## config.mk

```make
export PLATFORM = sky130hd
export DESIGN_NAME = layer_sched_responder_flat
export DESIGN_NICKNAME = d
export VERILOG_FILES = /design/src/rtl/layer_sched_responder_if.sv /design/src/rtl/layer_sched_responder.sv /design/src/flat_wrapper.sv
export SDC_FILE = /design/constraint.sdc
export NUM_CORES = 1
export LEC_CHECK = 0
export ABC_AREA = 1
export BUFFER_PORTS_ARGS = -buffer_cell sky130_fd_sc_hd__buf_2
export CAP_MARGIN = 20
export CORE_ASPECT_RATIO = 0.9
export CORE_UTILIZATION = 40
export DETAILED_ROUTE_END_ITERATION = 7
export HOLD_SLACK_MARGIN = 0.06
export PLACE_DENSITY = 0.67
export SYNTH_ARGS = -nofsm -noshare
export SYNTH_HDL_FRONTEND = slang
export SYNTH_SLANG_ARGS = --single-unit
```

## constraint.sdc

```tcl
create_clock -name clk -period 2.9 [get_ports clk]
set_input_delay 0.58 -clock clk [delete_from_list [all_inputs] [get_ports clk]]
set_output_delay 0.58 -clock clk [all_outputs]
set_load 0.02 [all_outputs]
```

## src/rtl/layer_sched_responder_if.sv

```systemverilog
// ----------------------------------------------------------------------------
// layer_sched_responder_if
//
// Bundles the command bus from the CNN top-level sequencer together with the
// tile handshake (compute array) and the weight-slice handshake (data-transfer
// block) seen by the layer scheduler.
//
// Modports:
//   master : environment side (sequencer, compute array, data-transfer block).
//            Drives the command fields, RAM-ready levels and done pulses.
//            Observes the requests and the status levels.
//   slave  : layer_sched_responder side, the exact opposite directions.
//
// Signals:
//   layer_type              [3:0]   0 init, 1 conv, 2 pool, 3 fc, 9 finish
//   layer_num               [LAYER_NUM_WIDTH-1:0]  command tag
//   fm_size_out             [FM_SIZE_WIDTH-1:0]    output map side
//   kernel_num              [KERNEL_NUM_WIDTH-1:0] kernels / channels
//   init_fm_ram_ready       feature-map RAM init complete (level)
//   init_weight_ram_ready   weight RAM init complete (level)
//   tile_done               tile acknowledge (pulse)
//   weight_update_done      slice update acknowledge (pulse)
//   tile_start              one-cycle tile request
//   tile_row, tile_col      tile origin
//   kernel_group            current kernel group
//   update_weight_ram       one-cycle slice update request
//   update_weight_ram_addr  slice index
//   layer_ready             layer complete (level)
//   finished                finish command received (level)
// ----------------------------------------------------------------------------
interface layer_sched_if #(
    parameter int LAYER_NUM_WIDTH         = 4,
    parameter int FM_SIZE_WIDTH           = 8,
    parameter int KERNEL_NUM_WIDTH        = 8,
    parameter int WEIGHT_WRITE_ADDR_WIDTH = 8
);
    logic [3:0]                         layer_type;
    logic [LAYER_NUM_WIDTH-1:0]         layer_num;
    logic [FM_SIZE_WIDTH-1:0]           fm_size_out;
    logic [KERNEL_NUM_WIDTH-1:0]        kernel_num;
    logic                               init_fm_ram_ready;
    logic                               init_weight_ram_ready;
    logic                               tile_done;
    logic                               weight_update_done;

    logic                               tile_start;
    logic [FM_SIZE_WIDTH-1:0]           tile_row;
    logic [FM_SIZE_WIDTH-1:0]           tile_col;
    logic [KERNEL_NUM_WIDTH-1:0]        kernel_group;
    logic                               update_weight_ram;
    logic [WEIGHT_WRITE_ADDR_WIDTH-1:0] update_weight_ram_addr;
    logic                               layer_ready;
    logic                               finished;

    modport master (
        output layer_type, layer_num, fm_size_out, kernel_num,
               init_fm_ram_ready, init_weight_ram_ready,
               tile_done, weight_update_done,
        input  tile_start, tile_row, tile_col, kernel_group,
               update_weight_ram, update_weight_ram_addr,
               layer_ready, finished
    );

    modport slave (
        input  layer_type, layer_num, fm_size_out, kernel_num,
               init_fm_ram_ready, init_weight_ram_ready,
               tile_done, weight_update_done,
        output tile_start, tile_row, tile_col, kernel_group,
               update_weight_ram, update_weight_ram_addr,
               layer_ready, finished
    );
endinterface

```

## src/rtl/layer_sched_responder.sv

```systemverilog
// ----------------------------------------------------------------------------
// layer_sched_responder
//
// Layer-side responder to the CNN top-level sequencer. Every change of
// layer_num is a new command: the layer configuration is latched and the
// output tile schedule is walked (columns inner, rows middle, kernel groups
// outer). One tile request or one weight-slice update is outstanding at a
// time. Between kernel groups of conv/fc layers the next weight slice is
// requested. When the whole layer is acknowledged, layer_ready is raised and
// held until the next command. A finish command (type 9) latches finished
// until reset.
//
// Ports:
//   clk          single clock, all state on the rising edge
//   rst          asynchronous, active-low reset
//   bus          layer_sched_if.slave (command, tile and weight handshakes)
//   busy_cycles  [23:0] cycles spent working on the current layer
//                (present only when LAYER_SCHED_PERF_EN is defined)
//
// Build option:
//   LAYER_SCHED_PERF_EN  adds the saturating busy_cycles counter.
// ----------------------------------------------------------------------------
module layer_sched_responder #(
    parameter int LAYER_NUM_WIDTH         = 4,
    parameter int FM_SIZE_WIDTH           = 8,
    parameter int KERNEL_NUM_WIDTH        = 8,
    parameter int WEIGHT_WRITE_ADDR_WIDTH = 8,
    parameter int PARA_X                  = 3,
    parameter int PARA_Y                  = 3,
    parameter int PARA_KERNEL             = 2
) (
    input  logic        clk,
    input  logic        rst,
    layer_sched_if.slave bus
`ifdef LAYER_SCHED_PERF_EN
    ,
    output logic [23:0] busy_cycles
`endif
);

    localparam logic [3:0] TYPE_INIT   = 4'd0;
    localparam logic [3:0] TYPE_CONV   = 4'd1;
    localparam logic [3:0] TYPE_POOL   = 4'd2;
    localparam logic [3:0] TYPE_FC     = 4'd3;
    localparam logic [3:0] TYPE_FINISH = 4'd9;

    // One extra bit on the coordinate and two on the kernel base so that
    // "current + step" never overflows before it is compared to the limit.
    localparam int FW = FM_SIZE_WIDTH + 1;
    localparam int KW = KERNEL_NUM_WIDTH + 2;

    localparam logic [FW-1:0] STEP_X    = FW'(PARA_X);
    localparam logic [FW-1:0] STEP_Y    = FW'(PARA_Y);
    localparam logic [KW-1:0] STEP_K    = KW'(PARA_KERNEL);
    localparam logic [KW-1:0] STEP_K_FC = KW'(PARA_Y * PARA_KERNEL);

    typedef enum logic [2:0] {
        S_IDLE,
        S_INIT,
        S_ISSUE,
        S_WAIT,
        S_WUPD,
        S_WWAIT,
        S_DONE,
        S_FIN
    } state_t;

    state_t                             state;
    logic [LAYER_NUM_WIDTH-1:0]         num_q;
    logic [3:0]                         type_q;
    logic [FM_SIZE_WIDTH-1:0]           fm_q;
    logic [KERNEL_NUM_WIDTH-1:0]        kn_q;
    logic [FM_SIZE_WIDTH-1:0]           row_q;
    logic [FM_SIZE_WIDTH-1:0]           col_q;
    logic [KERNEL_NUM_WIDTH-1:0]        grp_q;
    logic [KW-1:0]                      kbase_q;
    logic [WEIGHT_WRITE_ADDR_WIDTH-1:0] addr_q;
    logic                               tile_start_q;
    logic                               upd_q;
    logic                               ready_q;
    logic                               fin_q;

    logic          new_cmd;
    logic          cmd_known;
    logic          cmd_uses_fm;
    logic          cmd_uses_kn;
    logic          cmd_degen;
    logic          is_fc;
    logic [FW-1:0] row_next;
    logic [FW-1:0] col_next;
    logic [KW-1:0] k_step;
    logic [KW-1:0] kbase_next;
    logic          row_last;
    logic          col_last;
    logic          grp_last;

    // Once finished, the block no longer listens to commands until reset.
    assign new_cmd = (state != S_FIN) && (bus.layer_num != num_q);

    // Types outside the known set (including 10..15) complete immediately,
    // as do conv/pool with an empty map and conv/pool/fc with no kernels.
    assign cmd_known   = (bus.layer_type == TYPE_INIT) || (bus.layer_type == TYPE_CONV) ||
                         (bus.layer_type == TYPE_POOL) || (bus.layer_type == TYPE_FC)   ||
                         (bus.layer_type == TYPE_FINISH);
    assign cmd_uses_fm = (bus.layer_type == TYPE_CONV) || (bus.layer_type == TYPE_POOL);
    assign cmd_uses_kn = cmd_uses_fm || (bus.layer_type == TYPE_FC);
    assign cmd_degen   = !cmd_known ||
                         (cmd_uses_fm && (bus.fm_size_out == '0)) ||
                         (cmd_uses_kn && (bus.kernel_num == '0));

    // The schedule limits are found by stepping a counter and comparing the
    // next origin with the latched size, which gives ceil(size/step) tiles
    // without any divider. An fc layer is a single tile per group and each
    // group covers PARA_Y * PARA_KERNEL kernels.
    assign is_fc      = (type_q == TYPE_FC);
    assign row_next   = {1'b0, row_q} + STEP_X;
    assign col_next   = {1'b0, col_q} + STEP_Y;
    assign k_step     = is_fc ? STEP_K_FC : STEP_K;
    assign kbase_next = kbase_q + k_step;
    assign row_last   = is_fc || (row_next >= {1'b0, fm_q});
    assign col_last   = is_fc || (col_next >= {1'b0, fm_q});
    assign grp_last   = (kbase_next >= {2'b00, kn_q});

    // Main scheduler. Request pulses are registered so that they appear
    // exactly one cycle after the event that triggers them.
    always_ff @(posedge clk or negedge rst) begin
        if (!rst) begin
            state        <= S_IDLE;
            num_q        <= '0;
            type_q       <= '0;
            fm_q         <= '0;
            kn_q         <= '0;
            row_q        <= '0;
            col_q        <= '0;
            grp_q        <= '0;
            kbase_q      <= '0;
            addr_q       <= '0;
            tile_start_q <= 1'b0;
            upd_q        <= 1'b0;
            ready_q      <= 1'b0;
            fin_q        <= 1'b0;
        end else begin
            tile_start_q <= 1'b0;
            upd_q        <= 1'b0;
            if (new_cmd) begin
                // A new command aborts whatever is in flight; a late
                // acknowledge for the aborted work lands in ISSUE and is lost.
                num_q   <= bus.layer_num;
                type_q  <= bus.layer_type;
                fm_q    <= bus.fm_size_out;
                kn_q    <= bus.kernel_num;
                row_q   <= '0;
                col_q   <= '0;
                grp_q   <= '0;
                kbase_q <= '0;
                addr_q  <= '0;
                ready_q <= 1'b0;
                if (bus.layer_type == TYPE_FINISH) begin
                    fin_q <= 1'b1;
                    state <= S_FIN;
                end else if (cmd_degen) begin
                    ready_q <= 1'b1;
                    state   <= S_DONE;
                end else if (bus.layer_type == TYPE_INIT) begin
                    state <= S_INIT;
                end else begin
                    tile_start_q <= 1'b1;
                    state        <= S_ISSUE;
                end
            end else begin
                case (state)
                    S_IDLE: begin
                    end
                    S_INIT: begin
                        if (bus.init_fm_ram_ready && bus.init_weight_ram_ready) begin
                            ready_q <= 1'b1;
                            state   <= S_DONE;
                        end
                    end
                    S_ISSUE: begin
                        state <= S_WAIT;
                    end
                    S_WAIT: begin
                        if (bus.tile_done) begin
                            if (!col_last) begin
                                col_q        <= col_next[FM_SIZE_WIDTH-1:0];
                                tile_start_q <= 1'b1;
                                state        <= S_ISSUE;
                            end else if (!row_last) begin
                                col_q        <= '0;
                                row_q        <= row_next[FM_SIZE_WIDTH-1:0];
                                tile_start_q <= 1'b1;
                                state        <= S_ISSUE;
                            end else if (!grp_last) begin
                                col_q   <= '0;
                                row_q   <= '0;
                                grp_q   <= grp_q + KERNEL_NUM_WIDTH'(1);
                                kbase_q <= kbase_next;
                                // Pooling has no weights, so it moves straight
                                // to the next channel group.
                                if (type_q == TYPE_POOL) begin
                                    tile_start_q <= 1'b1;
                                    state        <= S_ISSUE;
                                end else begin
                                    upd_q <= 1'b1;
                                    state <= S_WUPD;
                                end
                            end else begin
                                ready_q <= 1'b1;
                                state   <= S_DONE;
                            end
                        end
                    end
                    S_WUPD: begin
                        state <= S_WWAIT;
                    end
                    S_WWAIT: begin
                        if (bus.weight_update_done) begin
                            addr_q       <= addr_q + WEIGHT_WRITE_ADDR_WIDTH'(1);
                            tile_start_q <= 1'b1;
                            state        <= S_ISSUE;
                        end
                    end
                    S_DONE: begin
                    end
                    S_FIN: begin
                    end
                    default: begin
                        state <= S_IDLE;
                    end
                endcase
            end
        end
    end

    assign bus.tile_start             = tile_start_q;
    assign bus.tile_row               = row_q;
    assign bus.tile_col               = col_q;
    assign bus.kernel_group           = grp_q;
    assign bus.update_weight_ram      = upd_q;
    assign bus.update_weight_ram_addr = addr_q;
    assign bus.layer_ready            = ready_q;
    assign bus.finished               = fin_q;

`ifdef LAYER_SCHED_PERF_EN
    // Counts every cycle spent working on a layer (init wait included) and
    // freezes once the layer is done; a new command restarts it from zero.
    always_ff @(posedge clk or negedge rst) begin
        if (!rst) begin
            busy_cycles <= '0;
        end else if (new_cmd) begin
            busy_cycles <= '0;
        end else if ((state != S_IDLE) && (state != S_DONE) && (state != S_FIN) &&
                     (busy_cycles != 24'hFFFFFF)) begin
            busy_cycles <= busy_cycles + 24'd1;
        end
    end
`endif

endmodule
```

## src/flat_wrapper.sv

```systemverilog
// flat-port wrapper written by rule: the top's interface ports become plain ports
module layer_sched_responder_flat 
#(
    parameter int LAYER_NUM_WIDTH         = 4,
    parameter int FM_SIZE_WIDTH           = 8,
    parameter int KERNEL_NUM_WIDTH        = 8,
    parameter int WEIGHT_WRITE_ADDR_WIDTH = 8,
    parameter int PARA_X                  = 3,
    parameter int PARA_Y                  = 3,
    parameter int PARA_KERNEL             = 2
)
  (clk, rst, bus_layer_type, bus_layer_num, bus_fm_size_out, bus_kernel_num, bus_init_fm_ram_ready, bus_init_weight_ram_ready, bus_tile_done, bus_weight_update_done, bus_tile_start, bus_tile_row, bus_tile_col, bus_kernel_group, bus_update_weight_ram, bus_update_weight_ram_addr, bus_layer_ready, bus_finished);
  layer_sched_if #(.LAYER_NUM_WIDTH(LAYER_NUM_WIDTH), .FM_SIZE_WIDTH(FM_SIZE_WIDTH), .KERNEL_NUM_WIDTH(KERNEL_NUM_WIDTH), .WEIGHT_WRITE_ADDR_WIDTH(WEIGHT_WRITE_ADDR_WIDTH)) bus_i ();
  input  logic clk;
  input  logic rst;
  input wire logic [$bits(bus_i.layer_type)-1:0] bus_layer_type;
  input wire logic [$bits(bus_i.layer_num)-1:0] bus_layer_num;
  input wire logic [$bits(bus_i.fm_size_out)-1:0] bus_fm_size_out;
  input wire logic [$bits(bus_i.kernel_num)-1:0] bus_kernel_num;
  input wire logic [$bits(bus_i.init_fm_ram_ready)-1:0] bus_init_fm_ram_ready;
  input wire logic [$bits(bus_i.init_weight_ram_ready)-1:0] bus_init_weight_ram_ready;
  input wire logic [$bits(bus_i.tile_done)-1:0] bus_tile_done;
  input wire logic [$bits(bus_i.weight_update_done)-1:0] bus_weight_update_done;
  output wire logic [$bits(bus_i.tile_start)-1:0] bus_tile_start;
  output wire logic [$bits(bus_i.tile_row)-1:0] bus_tile_row;
  output wire logic [$bits(bus_i.tile_col)-1:0] bus_tile_col;
  output wire logic [$bits(bus_i.kernel_group)-1:0] bus_kernel_group;
  output wire logic [$bits(bus_i.update_weight_ram)-1:0] bus_update_weight_ram;
  output wire logic [$bits(bus_i.update_weight_ram_addr)-1:0] bus_update_weight_ram_addr;
  output wire logic [$bits(bus_i.layer_ready)-1:0] bus_layer_ready;
  output wire logic [$bits(bus_i.finished)-1:0] bus_finished;
  assign bus_i.layer_type = bus_layer_type;
  assign bus_i.layer_num = bus_layer_num;
  assign bus_i.fm_size_out = bus_fm_size_out;
  assign bus_i.kernel_num = bus_kernel_num;
  assign bus_i.init_fm_ram_ready = bus_init_fm_ram_ready;
  assign bus_i.init_weight_ram_ready = bus_init_weight_ram_ready;
  assign bus_i.tile_done = bus_tile_done;
  assign bus_i.weight_update_done = bus_weight_update_done;
  assign bus_tile_start = bus_i.tile_start;
  assign bus_tile_row = bus_i.tile_row;
  assign bus_tile_col = bus_i.tile_col;
  assign bus_kernel_group = bus_i.kernel_group;
  assign bus_update_weight_ram = bus_i.update_weight_ram;
  assign bus_update_weight_ram_addr = bus_i.update_weight_ram_addr;
  assign bus_layer_ready = bus_i.layer_ready;
  assign bus_finished = bus_i.finished;
  layer_sched_responder #(.LAYER_NUM_WIDTH(LAYER_NUM_WIDTH), .FM_SIZE_WIDTH(FM_SIZE_WIDTH), .KERNEL_NUM_WIDTH(KERNEL_NUM_WIDTH), .WEIGHT_WRITE_ADDR_WIDTH(WEIGHT_WRITE_ADDR_WIDTH), .PARA_X(PARA_X), .PARA_Y(PARA_Y), .PARA_KERNEL(PARA_KERNEL)) u_core (.clk(clk), .rst(rst), .bus(bus_i));
endmodule
```

# Yosys cells after proc, flatten, opt, wreduce, memory -nomap -nowiden
# Index checks and enable logic that the tools add are counted.
# totals
in_bits	30
regBits	73
wordCells	143
# classes
eq_ne	22
muxes	66
order_cmp	3
add_sub_neg	5
n_reduce_logical	33
# op_table
cell	count
2-to-1 mux 8 bit	20
2-to-1 mux 10 bit	6
2-to-1 mux 3 bit	11
2-to-1 mux 1 bit	25
adder 8 x 2 -> 9 bit (second input constant)	2
>= comparator 9 x 8 -> 1 bit	2
adder 8 x 1 -> 8 bit (second input constant)	2
== test 4 x 2 -> 1 bit (second input constant)	4
logical NOT 8 bit	2
one-hot mux 3 bit (5 select lines)	1
!= test 3 x 1 -> 1 bit (second input constant)	4
nonzero test 2 bit	6
adder 10 bit	1
>= comparator 10 x 8 -> 1 bit	1
logical OR 1 bit	10
!= test 3 x 2 -> 1 bit (second input constant)	3
AND reduction 4 bit	2
== test 3 x 2 -> 1 bit (second input constant)	2
== test 3 bit (second input constant)	2
AND reduction 6 bit	1
nonzero test 6 bit	1
AND reduction 5 bit	1
== test 4 x 1 -> 1 bit (second input constant)	1
== test 4 bit (second input constant)	1
other kinds (13)	18

# Logic depth before layout (Yosys ltp)
# Gate-level depths: netlist (run 1).
# logic_depth
word_depth	11
ltp_mapped	21
ltp_nobuf	21

# Worst setup path before layout (run 1)
# OpenSTA, ideal clock, no wires.
# synth_path
path_type	register to register
startpoint	register u_core.type_q[0]
endpoint	register u_core.kbase_q[4]
path_buffers	1
stages_incl_launch_ff	21
slack_ns	0.288
arrival_time_ns	2.495
required_time_ns	2.782
setup_ns	0.118
path_cell_list	dfrtp_1 nand3_1 inv_1 fa_1 nand2_1 inv_1 nand2_1 xor2_1 inv_1 ha_1 nand2_1 inv_1 nand2_1 nand3_1 nand2_1 nand4_4 nand2_4 nand3_2 buf_6 nand2_1 o21ai_2
# synth_between
elab_chain_cells	9
# synth_lines
element	line	rtl
start: declaration	layer_sched_responder.sv:70	logic [3:0] type_q;
start signal: assignment	layer_sched_responder.sv:149	type_q <= bus.layer_type;
== test 4 x 2 -> 1 bit *	layer_sched_responder.sv:115	assign is_fc = (type_q == TYPE_FC);
parallel branches: the longest is 8 deep, another holds adder 10 bit	--	
end signal: assignment	layer_sched_responder.sv:198	kbase_q <= kbase_next;
end: declaration	layer_sched_responder.sv:76	logic [KW-1:0] kbase_q;
# Every way passes the cells marked *. The select of a mux whose other input is x is not followed.
# A chain may end at the register's enable or synchronous reset.

# Worst setup path after layout (run 1)
# layout_path
startpoint	register u_core.type_q[1]
endpoint	register u_core.col_q[4], in the netlist u_core.bus.tile_col[4]
# layout_between
elab_chain_cells	7
# layout_lines
element	line	rtl
== test 4 x 2 -> 1 bit *	layer_sched_responder.sv:115	
parallel branches: the longest is 6 deep, another holds adder 10 bit	--	
end signal: assignment	layer_sched_responder.sv:186	col_q <= col_next[FM_SIZE_WIDTH-1:0];
end: declaration	layer_sched_responder.sv:74	logic [FM_SIZE_WIDTH-1:0] col_q;
# Marks and branches as above.

==> results.py, run 1 <==
metrics = {
    "clocking": {
        "clock-root-buffer": "clkbuf_16",
        "ctsHtreeMaxLevel": 3,
        "clk_latency_ps": 340,
        "cts_tree": "done",
        "cts_buffers": 9,
        "hold_buffers": 0,
        "cts_buffer_depth": 2,
        "clock-sinks": 72,
        "path_clk_slew_ps": 60,
    },
    "worst_setup_path": {
        "path_buf_inv": 4,
        "cp.arrival_ps": 2960,
        "cp_top_family": "simple AND/OR/NAND/NOR gates",
        "cp-start-kind": "flip-flop",
        "required_ps": 3170,
        "critPathSlowestCell": "dfrtp_1",
        "worstSetupEndpointType": "flip-flop",
        "path_cells": "nand3_2 > inv_2 > fa_2 > nand2_2 > inv_2 > nand2_2 > xor2_1 > inv_1 > ha_4 > nand2_1 > nor2_1 > nand2_1 > nand3_2 > nand2_2 > nand4_4 > nand2_4 > o21ai_4 > clkbuf_16 > nand2_2 > o21ai_2",
        "crit_path_max_fanout": 6,
        "crit_top_cell": "nand2_2",
        "cpPeakStageDelay_ps": 400,
        "critPathKind": "reg -> reg",
    },
    "finish": {
        "area_growth_pct": 22.8,
        "diodes": 0,
        "finalInstanceArea_um2": 5590,
        "fillers": 1070,
        "layout-drive-gt1-share": 0.230,
        "final_util": 0.511,
        "fin_cells": 826,
        "fin_nets": 728,
    },
    "detailed_routing": {
        "drtIter0Drc": 134,
        "vias": 3927,
        "drtAntennaViolNets": 0,
        "post_drt_wl_per_cell_um": 12.5,
        "drt_first_pass_iters": 4,
        "routed_via_density": 4.75,
        "wl_um": 10300,
        "drc_errors": 0,
    },
    "synth": {
        "syn-num-nets": 649,
        "avgSynthCellArea_um2": 7.72,
        "synthMuxAreaShare": 0,
        "synth-adder-area-share": 0.0813,
        "synth-simple-area-share": 0.283,
        "syn_inst": 590,
        "synth_xor_xnor_area_share": 0.0500,
        "ys_seq_area_frac": 0.395,
        "ys_warn_count": 0,
        "synth_compound_area_frac": 0.0988,
        "synthesis.area_um2": 4560,
        "synth-seq-cells": 72,
        "ys_types": 39,
        "synth_top_family_by_area": "simple AND/OR/NAND/NOR gates",
    },
    "timing": {
        "slew_headroom": 0.648,
        "setup_viol": 0,
        "maxSlewViolCount": 0,
        "hold_viol": 0,
        "fin_crit_sh": 0.929,
        "fmax_ghz": 0.371,
        "period_needed_ps": 2700,
        "fin_skew_ps": 7.19,
        "tns_ps": 0,
        "holdWs_ps": 222,
        "worstMarginPinSlew_ps": 528,
    },
    "power_and_ir_drop": {
        "pwr_density_cell_nw_per_um2": 913,
        "ir_drop_mv": 0.456,
        "p_leak_uw": 0.00306,
    },
    "global_route": {
        "grt_max_degree": 41,
        "antenna_found_initial": 0,
        "grt_usage": 0.185,
        "grt_pass1_wl_um": 17100,
        "overflow": 0,
        "grt_pass1_vias": 3777,
    },
    "job": {
        "cap_violations": 0,
    },
    "placed_design": {
        "io_buffers": 65,
        "post_dp_cell_area_um2": 5080,
        "hpwlAfterDp_um": 7750,
        "dpl.cell_count": 803,
        "gp_congestion": 0.839,
    },
    "min_path": {
        "hold_path_class": "in -> async",
    },
    "status": {
        "status": "completed",
    },
    "floorplan": {
        "die_width_um": 115,
        "rows": 36,
        "die_area_um2": 11800,
        "io_pins": 66,
        "core_um2": 10900,
        "dieHeight_um": 103,
        "start_util": 0.416,
    },
}
## cell families (layout without fill, tap and decap cells)
family | after synthesis | in the layout
adders and majority gates | 29 | 29
buffers and inverters | 101 | 185
xor gates and xnor gates | 26 | 26
AOI/OAI and AO/OA | 71 | 71
DFF | 72 | 72
and+or+nand+nor | 291 | 291
## through the flow
stage / worst slack [ps] / power, µW
5_1_grt: -19.5 / 5520
4_1_cts: 34.0 / 4890
6_report: 205 / 5100
3_5_place_dp: 67.7 / 3620
3_3_place_gp: 126 / 3540
2_1_floorplan: 288 / 3090
## placed cells by master (no fill, tap or decap), types with 14 or more instances in the layout
cell     instances
buf_2           65
inv_1           84
nand2_1        179
ha_1            26
dfrtp_1         71
nand3_1         24
nand2_2         14
o21ai_0         26
xnor2_1         15
o21ai_2         17
a21oi_1         15
nand4_1         15
nor2_1          32
## sequential cells by signal (all words and copies together) (netlist names)
name,flops
u_core.kbase_q,9
u_core.kn_q,8
u_core.bus.update_weight_ram,1
u_core.bus.tile_row,8
u_core.fm_q,8
u_core.bus.tile_col,8
u_core.bus.layer_ready,1
u_core.bus.tile_start,1
u_core.state,3
u_core.num_q,4
u_core.type_q,4
u_core.bus.kernel_group,8
u_core.bus.update_weight_ram_addr,8
u_core.bus.finished,1
## area by class of cell
class	instances	area, µm²	area share
Sequential cell	72	1800	0.322
Timing Repair Buffer	81	518	0.0926
Tap cell	152	190	0.0340
Clock buffer	12	267	0.0476
Inverter	88	330	0.0590
Clock inverter	4	73.8	0.0132
Multi-Input combinational cell	417	2410	0.431
## where the power goes
part	switching, µW	leakage [µW]	internal [µW]
Combinational	1480	0.00196	912
Sequential	208	0.000933	1260
Clock	420	0.000169	825
Total	2110	0.00306	3000
## cell usage after synthesis
master	count	area [µm²]
nand2_1	184	691
inv_1	86	323
dfrtp_1	72	1800
nor2_1	34	128
ha_1	28	350
nand3_1	27	135
o21ai_0	26	130
o21ai_2	17	149
a21oi_1	16	80.1
xnor2_1	16	140
nand4_1	15	93.8
xor2_1	10	87.6
nand2_2	9	56.3
nor3_1	6	30.0
buf_2	4	20.0
buf_6	4	45.0
clkbuf_1	4	15.0
nand2_4	3	33.8
o21a_1	3	22.5
o21ai_1	3	15.0
and3_1	2	12.5
inv_2	2	7.51
nor2_2	2	12.5
o21bai_1	2	15.0
a211oi_1	1	7.51
a21boi_0	1	7.51
buf_4	1	7.51
fa_1	1	20.0
nand3_2	1	10.0
nand3b_1	1	7.51
nand4_4	1	21.3
nor2_4	1	11.3
nor3_2	1	10.0
nor3_4	1	16.3
nor3b_1	1	7.51
o21ai_4	1	16.3
o31ai_1	1	7.51
or2_0	1	6.26
or2_2	1	6.26
## what timing repair did
item,4_1_cts,5_1_grt
setup buffers,0,5
gates resized for setup,0,20
setup endpoints to repair,0,37
## final timing paths
path	from	endpoint	slack (ps)	cells after the start
worst max-delay path	u_core.type_q[1]	u_core.bus.tile_col[4]	200	20
worst min register to register	u_core.bus.layer_ready	u_core.bus.layer_ready	470	2
worst min-delay path	rst	u_core.fm_q[2]	220	1
max in group asynchronous	rst	u_core.bus.update_weight_ram_addr[2]	1920	2
min in group clk	bus_layer_num[0]	u_core.num_q[0]	460	3
worst max register to register	u_core.type_q[1]	u_core.bus.tile_col[4]	200	20
## per-layer routing
layer	global-route usage	routed length [µm]	vias up
met5	0	0	-
met4	0.0549	128	0
met3	0.0425	459	12
met2	0.327	5050	68
met1	0.228	4670	1828
li1	-	-	2019
Power figures use the tool's default switching activity.
==> inputs of run 2 (changes only) <==
CTS_BUF_LIST = sky130_fd_sc_hd__clkbuf_16   (was not set)
==> run 2 against run 1 <==
Clock skew decreased by 1.0 ps. Critical path depth unchanged. Non-clock buffer count stayed put. Wire length is 0.31% higher. Power decreased by 1.5%. Largest cell class unchanged. Register-to-register slack about the same. First-iteration DRC count shrank 3.0%. Highest routed layer unchanged. Combinational power barely moved. Critical path type unchanged. Die area did not move. Cell count unchanged. Count of clock-buffer cells in the layout down 3. Clock power is 6% lower.
==> results.py, run 2 (synthesis gave the netlist of run 1 again) <==
metrics = {
    "status": {
        "status": "completed",
    },
    "clocking": {
        "hold_buffers": 0,
        "path_clk_slew_ps": 60,
        "cts_buffers": 9,
        "ctsHtreeMaxLevel": 3,
        "cts_tree": "done",
        "clk_latency_ps": 340,
        "clock-sinks": 72,
        "clock-root-buffer": "clkbuf_16",
        "cts_buffer_depth": 2,
    },
    "detailed_routing": {
        "drc_errors": 0,
        "wl_um": 10300,
        "drt_first_pass_iters": 4,
        "vias": 3928,
        "drtIter0Drc": 130,
        "drtAntennaViolNets": 0,
        "post_drt_wl_per_cell_um": 12.5,
        "routed_via_density": 4.76,
    },
    "timing": {
        "fin_ws_ps": 201,
        "fmax_ghz": 0.371,
        "hold_viol": 0,
        "maxSlewViolCount": 0,
        "fin_crit_sh": 0.931,
        "tns_ps": 0,
        "worstMarginPinSlew_ps": 528,
        "fin_skew_ps": 6.15,
        "period_needed_ps": 2700,
        "setup_viol": 0,
        "slew_headroom": 0.648,
    },
    "job": {
        "cap_violations": 0,
    },
    "power_and_ir_drop": {
        "p_leak_uw": 0.00304,
        "p_clk_frac": 0.231,
        "power.switching_uw": 2110,
        "combPwrFrac": 0.476,
        "power.share.sequential": 0.293,
        "ir_drop_mv": 0.456,
        "pwr_density_cell_nw_per_um2": 904,
        "p_sw_frac": 0.419,
        "intPower_uw": 2920,
    },
    "floorplan": {
        "start_util": 0.416,
        "dieHeight_um": 103,
        "die_area_um2": 11800,
        "io_pins": 66,
        "rows": 36,
        "die_width_um": 115,
        "core_um2": 10900,
    },
    "finish": {
        "regMostFlops": "u_core.kbase_q",
        "largest_reg_flops": 9,
        "layout.cells.most_common": "nand2_1",
        "final_cell_mix": "nand2_1, inv_1, dfrtp_1, buf_2, nor2_1",
        "area_growth_pct": 22.1,
        "diodes": 0,
        "fin_nets": 728,
        "fin_cells": 826,
        "layout-drive-gt1-share": 0.226,
        "final_util": 0.508,
        "fillers": 1077,
    },
    "global_route": {
        "antenna_found_initial": 0,
        "grt_max_degree": 41,
        "overflow": 0,
        "grt_pass1_wl_um": 17000,
        "grt_pass1_vias": 3763,
        "grt_usage": 0.185,
    },
    "min_path": {
        "hold_path_class": "in -> async",
    },
    "worst_setup_path": {
        "cp-start-kind": "flip-flop",
        "critPathKind": "reg -> reg",
        "reg2reg_depth": 20,
        "required_ps": 3160,
        "timing.rr.end": "u_core.bus.tile_col[4]",
        "reg2reg_slack_ps": 200,
        "cp.arrival_ps": 2960,
        "crit_path_max_fanout": 6,
        "r2r-start": "u_core.type_q[1]",
        "worstSetupEndpointType": "flip-flop",
    },
    "placed_design": {
        "io_buffers": 65,
        "gp_congestion": 0.839,
        "hpwlAfterDp_um": 7750,
        "detailedPlace.worstSlack_ps": 67.7,
        "dpl.cell_count": 803,
    },
}
## run 2: through the flow
step | hold slack, ps | total power (µW) | instance area (µm²)
5_1_grt | 266 | 5430 | 5560
4_1_cts | 241 | 4800 | 5390
2_1_floorplan | 284 | 3090 | 4560
3_3_place_gp | 457 | 3540 | 5080
6_report | 224 | 5030 | 5560
3_5_place_dp | 461 | 3620 | 5080
## run 2: final cells by class
cell class,instances,area (µm²),share of cell area
multi-input combinational,417,2410,0.434
sequential,72,1800,0.324
timing repair buffer,81,518,0.0931
inverter,88,330,0.0594
clock buffer,9,225,0.0405
tap,152,190,0.0342
clock inverter,7,85.1,0.0153
## run 2: power groups by stage
stage	clock, µW	combinational (µW)	sequential (µW)
CTS	1190	2150	1470
global route	1220	2700	1510
floorplan	0	1610	1480
detailed placement	0	2140	1480
finish	1160	2400	1470
global placement	0	2070	1470
## run 2: critical path, cell delays in order (launching register included)
cell and delay, ps:
dfrtp_1 400, nand3_2 90, inv_2 50, fa_2 370, nand2_2 80, inv_2 40
nand2_2 50, xor2_1 130, inv_1 90, ha_4 270, nand2_1 60, nor2_1 90
nand2_1 70, nand3_2 70, nand2_2 60, nand4_4 90, nand2_4 90, o21ai_4 220
clkbuf_16 200, nand2_2 50, o21ai_2 50
## run 2: how the worst max path moves through the flow
| stage | cells after the start | end | start | slack, ps |
|---|---|---|---|---|
| after detailed placement | 16 | u_core.bus.kernel_group[4] | u_core.type_q[3] | 70 |
| after floorplan | 20 | u_core.kbase_q[4] | u_core.type_q[0] | 290 |
| after CTS | 16 | u_core.bus.tile_col[6] | u_core.type_q[3] | 30 |
| after global placement | 20 | u_core.bus.tile_col[5] | u_core.type_q[1] | 130 |
| after global routing | 20 | u_core.bus.kernel_group[4] | u_core.type_q[2] | -20 |
| final | 20 | u_core.bus.tile_col[4] | u_core.type_q[1] | 200 |
## run 2: layer usage
layer  GRT usage  up-vias  part of all wire
met5           0        -                 0
met4      0.0549        0             0.012
met3      0.0425       10             0.043
met2       0.326       75              0.49
met1       0.227     1824              0.46
li1            -     2019                 -
## run 2: repair_timing
item	in CTS	in global routing
endpoints found under the setup margin	0	37
buffers inserted	0	5
resized for setup	0	20
